`src/rtl/uart_pkg.sv`:
```
// uart_pkg: state encoding and widths shared by the uart transmit and receive paths
package uart_pkg;
  localparam int UART_DATA_W = 8;
  localparam int UART_TICK_W = 16;
  typedef enum logic [2:0] {IDLE, START, DATA, PARITY, STOP} tx_state_t;
endpackage

```
`src/rtl/uart_tx_tick.sv`:
```
// uart_tx_tick: bit-period counter strobing on the last cycle of each bit
module uart_tx_tick
  import uart_pkg::*;
(
  input  logic                   iCLK,
  input  logic                   iRESETn,
  input  logic                   clr,
  input  logic                   en,
  input  logic [UART_TICK_W-1:0] tick_cnt,
  output logic                   strobe
);
  logic [UART_TICK_W-1:0] cnt;
  assign strobe = en && cnt == tick_cnt;
  always_ff @(posedge iCLK)
    if (!iRESETn || clr) cnt <= '0;
    else if (en) cnt <= strobe ? '0 : cnt + UART_TICK_W'(1);
endmodule

```
`src/rtl/uart_tx_frame.sv`:
```
// uart_tx_frame: start/data/parity/stop serializer with start/busy/done handshake
module uart_tx_frame
  import uart_pkg::*;
#(
  parameter int DATA_W = UART_DATA_W
) (
  input  logic                   iCLK,
  input  logic                   iRESETn,
  input  logic                   iTX_START,
  input  logic [DATA_W-1:0]      iTX_DATA,
  input  logic [UART_TICK_W-1:0] iTICK_CNT,
  input  logic                   iPARITY_EN,
  input  logic                   iPARITY_ODD,
  input  logic                   iSTOP2,
  output logic                   oUART_TX,
  output logic                   oTX_BUSY,
  output logic                   oTX_DONE
);
  tx_state_t state, state_n;
  logic [DATA_W-1:0] sh, sh_n;
  logic [2:0] idx, idx_n;
  logic stop_cnt, stop_n, par, pen, stop2, accept, strobe, tx_n;
  logic [UART_TICK_W-1:0] tick;
  assign accept = state == IDLE && iTX_START;
  uart_tx_tick u_tick (
    .iCLK,
    .iRESETn,
    .clr(accept),
    .en(state != IDLE),
    .tick_cnt(tick),
    .strobe
  );
  always_comb begin
    state_n = state;
    sh_n = sh;
    idx_n = idx;
    stop_n = stop_cnt;
    case (state)
      IDLE: if (accept) begin
        state_n = START;
        sh_n = iTX_DATA;
      end
      START: if (strobe) state_n = DATA;
      DATA: if (strobe) begin
        sh_n = sh >> 1;
        idx_n = idx + 3'd1;
        if (idx == 3'(DATA_W - 1)) state_n = pen ? PARITY : STOP;
      end
      PARITY: if (strobe) state_n = STOP;
      STOP: if (strobe) begin
        stop_n = ~stop_cnt;
        if (stop_cnt == stop2) begin
          state_n = IDLE;
          stop_n = 1'b0;
        end
      end
      default: state_n = IDLE;
    endcase
    // line level follows the state being entered so the output stays registered
    tx_n = state_n == START ? 1'b0 : state_n == DATA ? sh_n[0] : state_n == PARITY ? par : 1'b1;
  end
  always_ff @(posedge iCLK)
    if (!iRESETn) begin
      state <= IDLE;
      sh <= '0;
      idx <= '0;
      stop_cnt <= 1'b0;
      par <= 1'b0;
      pen <= 1'b0;
      stop2 <= 1'b0;
      tick <= '0;
      oUART_TX <= 1'b1;
      oTX_BUSY <= 1'b0;
      oTX_DONE <= 1'b0;
    end else begin
      state <= state_n;
      sh <= sh_n;
      idx <= idx_n;
      stop_cnt <= stop_n;
      if (accept) begin
        tick <= iTICK_CNT;
        pen <= iPARITY_EN;
        stop2 <= iSTOP2;
        par <= ^iTX_DATA ^ iPARITY_ODD;
      end
      oUART_TX <= tx_n;
      oTX_BUSY <= state_n != IDLE;
      oTX_DONE <= state == STOP && state_n == IDLE;
    end
endmodule

```
`config.mk`:
```
export PLATFORM = sky130hd
export DESIGN_NAME = uart_tx_frame
export DESIGN_NICKNAME = d
export VERILOG_FILES = /design/src/rtl/uart_pkg.sv /design/src/rtl/uart_tx_tick.sv /design/src/rtl/uart_tx_frame.sv
export SDC_FILE = /design/constraint.sdc
export NUM_CORES = 1
export LEC_CHECK = 0
export CORE_MARGIN = 2
export CORE_UTILIZATION = 30
export CTS_CLUSTER_DIAMETER = 40
export DETAILED_ROUTE_END_ITERATION = 7
export DONT_BUFFER_PORTS = 1
export SLEW_MARGIN = 20
export SYNTH_ARGS = -nofsm -noshare
export SYNTH_HDL_FRONTEND = slang
export SYNTH_HIERARCHICAL = 1
export SYNTH_SLANG_ARGS = --single-unit
```
`constraint.sdc`:
```
create_clock -name iCLK -period 3.48 [get_ports iCLK]
set_clock_uncertainty 0.1 [all_clocks]
set_input_delay 0.174 -clock iCLK [delete_from_list [all_inputs] [get_ports iCLK]]
set_output_delay 0.174 -clock iCLK [all_outputs]
set_load 0.02 [all_outputs]
```
==> run_results.csv, run 1 <==
group,metric,value,unit
worst_hold_path,hold_path_end,"par",
layout,drive_gt1_share,6.209,%
layout,area_delta_synth_final,15.36,%
die,die_w,96.49,um
detailed_routing,drtIter0Drc,98,
grt,grt_max_degree,39,
detailed_routing,ant_nets,0,
detailed_routing,wl,5537,um
synth,ys_seq_elements,53,
detailed_routing,vias,1971,
sta,worstMarginPinSlew,0.8297,ns
die,start_util,31.08,%
detailed_routing,dr.pass1.iters,4,
clock_network,path_clk_slew,0.10,ns
die,ios,33,
sta,maxSlewHeadroom,44.27,%
synth,yosysWarnings,6,
placement,globalplace.congestion,0.8218,
detailed_routing,wl_per_cell,13.47,um
placement,dpl_worst_slack,0.5352,ns
sta,slew_violations,0,
critical_path,r2r-end,"oUART_TX",
critical_path,critPathCaptureType,"register",
pwr,cellPowerDensity,388.5,nW/um2
pwr,cellLeakagePower,1.110,nW
critical_path,critPathMaxFanout,7,
layout,final_nets,339,
pwr,power,1.150,mW
clock_network,cts_tree,"yes",
synth,synth_cell_types,40,
layout,layout_common_cells,"53 x nand2_1, 53 x dfxtp_1, 25 x a21boi_1, 25 x dlygate4sd3_1, 22 x xor2_1",
placement,hpwl,3756,um
synth,netlist_area,2566,um2
synth,synth-edff-count,0,
clock_network,cts_sinks,53,
critical_path,startpoint_type,"register",
grt,grt_pass1_wl,9308,um
sta,setup_viol,0,
clock_network,htree_levels,2,
sta,setup_tns,0,ns
clock_network,post_cts_buffers,0,
grt,antenna_found_initial,0,
die,die_h,96.49,um
die,rows,33,
critical_path,reg2reg_slack,0.53,ns
worst_hold_path,hold_depth,3,
synth,synthArstFlopShare,0,%
sta,period_minus_slack,2.950,ns
critical_path,rr_worst_depth,8,
grt,gr-total-overflow,0,
synth,synthFlopType,"dfxtp_1",
status,outcome,"finished, final reports clean",
clock_network,insertion_delay,0.30,ns
grt,grt_use_total,12.90,%
detailed_routing,via_per_inst,4.796,
synth,synthesis.nets,319,
detailed_routing,route.detailed.drc,0,
clock_network,cts_inserted_buffers,5,
worst_hold_path,min_path_type,"in -> reg",
grt,grt_pass1_vias,1935,
layout,num_antenna_cells,0,
job,cap_violations,0,
critical_path,crit_type,"reg -> reg",
critical_path,r2r_start,"u_tick/cnt[0]",
pwr,peakVddDrop,0.2264,mV
critical_path,required,3.55,ns
synth,syn_inst,285,
synth,seq_area_frac_synth,41.35,%
sta,hold_viol_final,0,
critical_path,cp.arrival,3.02,ns
synth,avgSynthCellArea,9.004,um2
sta,rsz0062_at_grt,"no",
sta,worst_slack,0.5297,ns
worst_hold_path,hp-start,"iRESETn",
clock_network,clockBufferDepth,2,
sta,max_freq,338.9,MHz
clock_network,root_buffer,"clkbuf_8",
sta,finalCritPeriodShare,84.78,%
die,core_area,8258,um2
die,die_area,9310,um2
placement,io_buffers,0,
sta,whs,0.03732,ns
==> cell families after synthesis <==
kind of cell	after synthesis	synth area share, %
multiplexers	4	1.560
AO/OA/AOI/OAI	45	12.73
XOR/XNOR	38	12.97
buffers and inverters	20	4.095
flip-flops	53	41.35
AND/OR/NAND/NOR	121	25.35
adder cells (fa/ha/maj)	4	1.950
==> per-stage QoR <==
stage                     instance area, um2  cells  utilization [%]
after floorplan                         2566    285                -
after global placement                  2623    377            31.76
after detailed placement                2623    377            31.76
after CTS                               2965    411            35.91
after global routing                    2960    411            35.85
final                                   2960    411            35.85
==> cell usage after synthesis, types with 5 or more instances <==
master	n	area [um2]
dfxtp_1	53	1061
nand2_1	53	198.9
a21boi_1	25	187.7
xor2_1	22	192.7
nor3_1	21	105.1
xnor2_1	16	140.1
a22oi_1	7	52.55
nor4_1	7	43.79
nand4_1	6	37.54
nor2b_1	6	37.54
a21oi_1	5	25.02
buf_2	5	25.02
inv_1	5	18.77
nand3_1	5	25.02
nor2_1	5	18.77
==> worst max-delay path: stages, from the launching register on <==
cell and delay [ns]:
dfxtp_1 0.36, xor2_1 0.19, nor4_1 0.31, nand4_1 0.17, nor3_1 0.63, nand4_1 0.16, a221oi_1 0.53, a21boi_0 0.25
o211ai_1 0.11
==> layer usage <==
layer / vias to the layer above / wire length, um / global-route usage, %
met2: 33 / 2764 / 22.16
li1: 1020 / - / -
met3: 6 / 172 / 2.483
met4: 0 / 46 / 5.047
met1: 912 / 2554 / 15.89
met5: - / 0 / 0
==> what timing repair did <==
action / CTS / global route
hold endpoints to repair: 37 / 0
resized for setup: 0 / 0
setup endpoints to repair: 0 / 0
hold buffers: 26 / 0
==> flip-flops by register name, indices dropped and copies added, names as in the netlist <==
name and count:
par 1, pen 1, stop2 1, state 3, oTX_DONE 1, tick 16, oTX_BUSY 1, oUART_TX 1
stop_cnt 1, idx 3, u_tick/cnt 16, sh 8
==> power breakdown <==
part	total, mW	leakage [nW]	internal (mW)	switching, mW
Combinational	0.158	0.633	0.0733	0.0850
Clock	0.340	0.0450	0.140	0.200
Sequential	0.652	0.432	0.631	0.0209
==> cell type report <==
class,count,area (um2)
Fill cell,847,5298
Multi-Input combinational cell,212,1400
Sequential cell,53,1061
Timing Repair Buffer,27,262.8
Tap cell,105,131.4
Clock buffer,6,72.57
Inverter,6,22.52
Clock inverter,2,10.01
==> how the worst max path moves through the flow <==
| stage | cells past startpoint | end | from | slack, ns |
|---|---|---|---|---|
| 4_1_cts | 8 | oUART_TX | u_tick/cnt[13] | 0.48 |
| 3_5_place_dp | 8 | oUART_TX | u_tick/cnt[13] | 0.54 |
| 2_1_floorplan | 8 | oUART_TX | u_tick/cnt[13] | 0.97 |
| 6_report | 8 | oUART_TX | u_tick/cnt[0] | 0.53 |
| 3_3_place_gp | 9 | oUART_TX | u_tick/cnt[13] | 0.64 |
| 5_1_grt | 8 | oUART_TX | u_tick/cnt[4] | 0.22 |
(Power assumes the default switching activity.)
==> run 2, diff against run 1 <==
- ABC_AREA: default -> 1
- clock period: 3.48 -> 3.1 ns (I/O delays scaled with it)
==> run_results.csv, run 2 <==
group,metric,value,unit
status,outcome,"finished, final reports clean",
critical_path,critPathCaptureType,"register",
synth,synth-edff-count,0,
sta,setup_tns,0,ns
critical_path,cp_cell_sequence,"nor2_2, nand2_1, nand4_1, a21oi_1, nand3_1, nor2_1, buf_4, nand3_1, nand2_1, nand2_1, inv_2, nand3_2, nand2_1, inv_1",
sta,setup_viol,0,
clock_network,ctsResizeCount,0,
die,die_h,101.2,um
critical_path,cpMostUsedCell,"nand2_1",
sta,finalCritPeriodShare,78.10,%
detailed_routing,ant_nets,0,
synth,synth.area.top_cells,"dfxtp_1 37%, nand2_1 19%, inv_1 6.9%",
synth,synthArstFlopShare,0,%
clock_network,htree_levels,2,
detailed_routing,wl_per_cell,11.87,um
synth,yosys-top-cells-count,"140 x nand2_1, 53 x dfxtp_1, 52 x inv_1",
layout,area_delta_synth_final,15.01,%
synth,netlist.area_leader.share,37.44,%
synth,synthXorXnorAreaFrac,5.254,%
clock_network,clockBufferDepth,2,
layout,reg_top3,"tick (16), u_tick/cnt (16), sh (8)",
critical_path,cpMaxStageDelayCell,"dfxtp_1",
synth,syn_inst,432,
sta,period_minus_slack,2.421,ns
layout,fillers,1002,
grt,gr-total-overflow,0,
pwr,cellPowerDensity,470.0,nW/um2
sta,worstMarginPinSlew,0.9620,ns
synth,yosysWarnings,6,
detailed_routing,wl,6697,um
placement,hpwl,5067,um
sta,rsz0062_at_grt,"no",
layout,finalInstanceArea,3259,um2
synth,avgSynthCellArea,6.560,um2
grt,grt_max_degree,32,
synth,netlist_area,2834,um2
die,die_area,10240,um2
synth,yosysTopAreaCell,"dfxtp_1",
worst_hold_path,min_path_type,"in -> reg",
critical_path,slowest_delay,0.49,ns
critical_path,path_delay_family,"simple AND/OR/NAND/NOR gates",
critical_path,crit_type,"reg -> reg",
layout,layout.cells.most_common,"nand2_1",
die,ios,33,
synth,yosys.area_share.simple,35.85,%
synth,ys_seq_elements,53,
die,core_area,9196,um2
sta,max_freq,413.0,MHz
clock_network,cts_inserted_buffers,5,
detailed_routing,dr.pass1.iters,4,
grt,grt_pass1_vias,2551,
layout,drive_gt1_share,6.402,%
clock_network,root_buffer,"clkbuf_8",
synth,seq_area_frac_synth,37.44,%
pwr,peakVddDrop,0.2675,mV
grt,grt_pass1_wl,11610,um
clock_network,insertion_delay,0.32,ns
synth,yosysMostFrequentCell,"nand2_1",
job,cap_violations,0,
clock_network,path_clk_slew,0.11,ns
critical_path,crit_buf_inv,3,
placement,io_buffers,0,
die,rows,35,
sta,slew_violations,0,
detailed_routing,drtIter0Drc,105,
sta,maxSlewHeadroom,35.79,%
layout,layout_common_cells,"140 x nand2_1, 53 x dfxtp_1, 52 x inv_1, 47 x nor2_1, 31 x nand3_1",
clock_network,cts_sinks,53,
synth,synthFlopType,"dfxtp_1",
critical_path,cp.arrival,2.55,ns
detailed_routing,vias,2572,
grt,grt_use_total,13.89,%
critical_path,required,3.23,ns
detailed_routing,via_per_inst,4.560,
layout,final_nets,486,
grt,antenna_found_initial,0,
clock_network,cts_tree,"yes",
layout,num_antenna_cells,0,
critical_path,startpoint_type,"register",
placement,place_area,2920,um2
synth,synthAdderAreaFrac,1.766,%
clock_network,post_cts_buffers,0,
synth,synthMuxAreaShare,0,%
detailed_routing,route.detailed.drc,0,
placement,globalplace.congestion,0.9065,
sta,hold_viol_final,0,
die,die_w,101.2,um
pwr,cellLeakagePower,1.350,nW
synth,synth_compound_area_share,9.757,%
synth,synth_cell_types,29,
synth,synth_top_family_by_area,"simple AND/OR/NAND/NOR gates",
die,start_util,30.82,%
synth,synthesis.nets,466,
critical_path,critPathMaxFanout,11,
[run 2: final cells by class]
cell class                 instances  area [um2]  share of cell area, %
clock buffer                       5       68.82                  2.111
sequential                        53        1061                  32.55
tap                              111       138.9                  4.261
inverter                          57       214.0                  6.564
multi-input combinational        311        1491                  45.76
clock inverter                     3       50.05                  1.536
timing repair buffer              24       235.2                  7.217
[run 2: worst paths after layout]
check,from,endpoint,slack [ns],cells past startpoint
max,state[2],oTX_BUSY,0.68,14
max reg2reg,state[2],oTX_BUSY,0.68,14
min reg2reg,tick[0],tick[0],0.38,2
min,iRESETn,u_tick/cnt[0],0.02,4
[run 2: logic make-up (layout without fill, tap and decap cells)]
group,Yosys count,count (layout)
AND/OR/NAND/NOR,240,240
buffers and inverters,68,89
flip-flops,53,53
AO/OA/AOI/OAI,50,50
XOR/XNOR,17,17
adder cells (fa/ha/maj),4,4
[run 2: worst register-to-register path, cell delays in order (launching register included)]
cell and delay [ns]:
dfxtp_1 0.49, nor2_2 0.09, nand2_1 0.18, nand4_1 0.12, a21oi_1 0.12, nand3_1 0.08
nor2_1 0.36, buf_4 0.28, nand3_1 0.09, nand2_1 0.07, nand2_1 0.09, inv_2 0.08
nand3_2 0.08, nand2_1 0.06, inv_1 0.04
[run 2: layer usage]
metal,global-route usage (%),vias to the layer above,part of all wire (%)
met4,3.222,0,1.3
met2,25.06,32,49
met3,2.553,7,2.8
met1,17.12,1149,47
met5,0,-,0
li1,-,1384,-
[run 2: report_power, final]
group	internal (mW)	leakage [nW]	switching, mW
sequential	0.720	0.432	0.0377
clock	0.248	0.0603	0.254
combinational	0.101	0.858	0.170
total	1.07	1.35	0.463
[run 2: stage by stage]
| stage | utilization [%] | setup WS (ns) | hold WS, ns | cells | power (mW) |
|---|---|---|---|---|---|
| 6_report | 35.44 | 0.6789 | 0.01758 | 564 | 1.532 |
| 5_1_grt | 35.44 | 0.3978 | 0.03940 | 564 | 1.611 |
| 4_1_cts | 35.44 | 0.6883 | 0.01105 | 564 | 1.547 |
| 3_5_place_dp | 31.76 | 0.7098 | 0.1670 | 534 | 1.024 |
| 3_3_place_gp | 31.76 | 0.8083 | 0.1655 | 534 | 1.017 |
| 2_1_floorplan | - | 1.060 | 0.1526 | 432 | 0.9721 |
[run 2: repair_timing]
item | in CTS | in global routing
hold buffers | 22 | 0
setup endpoints to repair | 0 | 0
endpoints found under the hold margin | 26 | 0
==> run 3, diff against run 2 <==
- ABC_AREA: 1 -> 0
- clock period: 3.1 -> 2.4 ns (I/O delays scaled with it)
==> run_results.csv, run 3 (synthesis gave the netlist of run 1 again) <==
group,metric,value,unit
status,outcome,"finished, final reports clean",
placement,io_buffers,0,
clock_network,cts_tree,"yes",
sta,whs,0.06344,ns
critical_path,r2r_start,"u_tick/cnt[10]",
sta,hold_viol_final,0,
grt,grt_pass1_wl,9349,um
clock_network,clockBufferDepth,2,
layout,drive_gt1_share,13.80,%
die,die_h,96.49,um
worst_hold_path,hp-start,"iTX_START",
sta,rsz0062_at_grt,"yes",
sta,period_minus_slack,2.310,ns
grt,gr-total-overflow,0,
critical_path,critPathCaptureType,"register",
layout,final_nets,360,
critical_path,rr_worst_depth,8,
critical_path,startpoint_type,"register",
detailed_routing,via_per_inst,4.831,
layout,final-seq-area,1065,um2
grt,antenna_found_initial,0,
pwr,peakVddDrop,0.2962,mV
worst_hold_path,hold_depth,4,
detailed_routing,dr.pass1.iters,5,
pwr,cellLeakagePower,1.229,nW
placement,globalplace.congestion,0.8235,
sta,max_freq,433.0,MHz
worst_hold_path,min_path_type,"in -> reg",
layout,layout.cells.most_common,"nand2_1",
clock_network,cts_sinks,53,
critical_path,crit_type,"reg -> reg",
layout,layout_common_cells,"53 x nand2_1, 52 x dfxtp_1, 26 x a21boi_1, 25 x dlygate4sd3_1, 21 x xor2_1",
critical_path,critPathMaxFanout,4,
critical_path,cp.arrival,2.38,ns
grt,grt_max_degree,40,
detailed_routing,vias,2082,
sta,maxSlewHeadroom,56.53,%
sta,slew_violations,0,
detailed_routing,wl_per_cell,13.16,um
critical_path,reg2reg_slack,0.09,ns
pwr,cellPowerDensity,539.6,nW/um2
detailed_routing,wl,5674,um
detailed_routing,drtIter0Drc,58,
die,ios,33,
worst_hold_path,hold_path_end,"tick[2]",
clock_network,insertion_delay,0.30,ns
sta,setup_viol,0,
pwr,power,1.712,mW
critical_path,required,2.47,ns
job,cap_violations,0,
detailed_routing,ant_nets,0,
sta,finalCritPeriodShare,96.23,%
detailed_routing,route.detailed.drc,0,
clock_network,root_buffer,"clkbuf_8",
critical_path,r2r-end,"oUART_TX",
layout,multiInputGateArea,1435,um2
placement,hpwl,3887,um
die,die_w,96.49,um
layout,fillers,827,
layout,area_delta_synth_final,23.60,%
layout,reg_top3,"tick (16), u_tick/cnt (16), sh (8)",
die,core_area,8258,um2
clock_network,htree_levels,2,
die,start_util,31.08,%
grt,grt_pass1_vias,2017,
sta,worstMarginPinSlew,0.6520,ns
die,rows,33,
clock_network,cts_inserted_buffers,5,
die,die_area,9310,um2
layout,num_antenna_cells,0,
clock_network,path_clk_slew,0.09,ns
grt,grt_use_total,12.80,%
-- run 3: cell count changes in the layout (fill, tap and decap cells not counted), sizes merged, moves of 21 or more --
cell and change:
nor2 -42, inv -52, buf +21, a21boi +26, nand2 -91, a21oi -27, nand3 -28
-- run 3: area by class of cell --
| cell class | count | area share (%) |
|---|---|---|
| repair buffers | 48 | 13.61 |
| flip-flops and latches | 53 | 33.57 |
| well taps | 105 | 4.142 |
| multi-input cells | 212 | 45.25 |
| inverters | 6 | 0.7101 |
| clock buffers | 7 | 2.722 |
-- run 3: through the flow --
stage | util (%) | cells | TNS, ns | cell area, um2 | setup WS, ns
6_report | 38.41 | 431 | 0 | 3172 | 0.09037
5_1_grt | 38.41 | 431 | -0.1741 | 3172 | -0.1042
4_1_cts | 37.65 | 428 | 0 | 3109 | 0.04074
3_5_place_dp | 33.45 | 395 | 0 | 2763 | 0.1038
3_3_place_gp | 33.45 | 395 | 0 | 2763 | 0.1086
2_1_floorplan | - | 285 | 0 | 2571 | 0.03586
-- run 3: worst max-delay path by stage --
| stage | startpoint | to | slack [ns] | depth (start not counted) |
|---|---|---|---|---|
| final | u_tick/cnt[10] | oUART_TX | 0.09 | 8 |
| after global routing | u_tick/cnt[10] | oUART_TX | -0.10 | 8 |
| after CTS | u_tick/cnt[1] | oUART_TX | 0.04 | 9 |
| after detailed placement | u_tick/cnt[12] | oUART_TX | 0.10 | 9 |
| after global placement | u_tick/cnt[12] | oUART_TX | 0.11 | 9 |
| after floorplan | u_tick/cnt[13] | oUART_TX | 0.04 | 8 |
-- run 3: critical path, cell delays in order (launching register included) --
cell	delay, ns
dfxtp_4	0.37
xor2_2	0.19
nor4_2	0.28
nand4_1	0.20
nor3_4	0.30
nand4_1	0.14
a221oi_2	0.29
a21boi_1	0.21
o211ai_1	0.11
-- run 3: power by group --
group / total [mW] / switching (mW) / internal, mW / leakage [nW]
logic: 0.262 / 0.135 / 0.127 / 0.752
clock network: 0.509 / 0.280 / 0.230 / 0.0443
registers: 0.940 / 0.0261 / 0.914 / 0.433
-- run 3: layer usage --
layer,vias to the layer above,GRT usage [%],wire (um),share of wire (%)
met5,-,0,0,0
met4,0,4.343,113,2.0
met3,9,2.793,177,3.1
met2,33,22.63,2784,49
met1,974,15.31,2599,46
li1,1066,-,-,-
-- run 3: what timing repair did --
| item | CTS | global route |
|---|---|---|
| hold buffers | 26 | 0 |
| setup buffers | 0 | 3 |
| hold endpoints to repair | 37 | 0 |
| setup endpoints to repair | 0 | 7 |
| resized for setup | 0 | 11 |
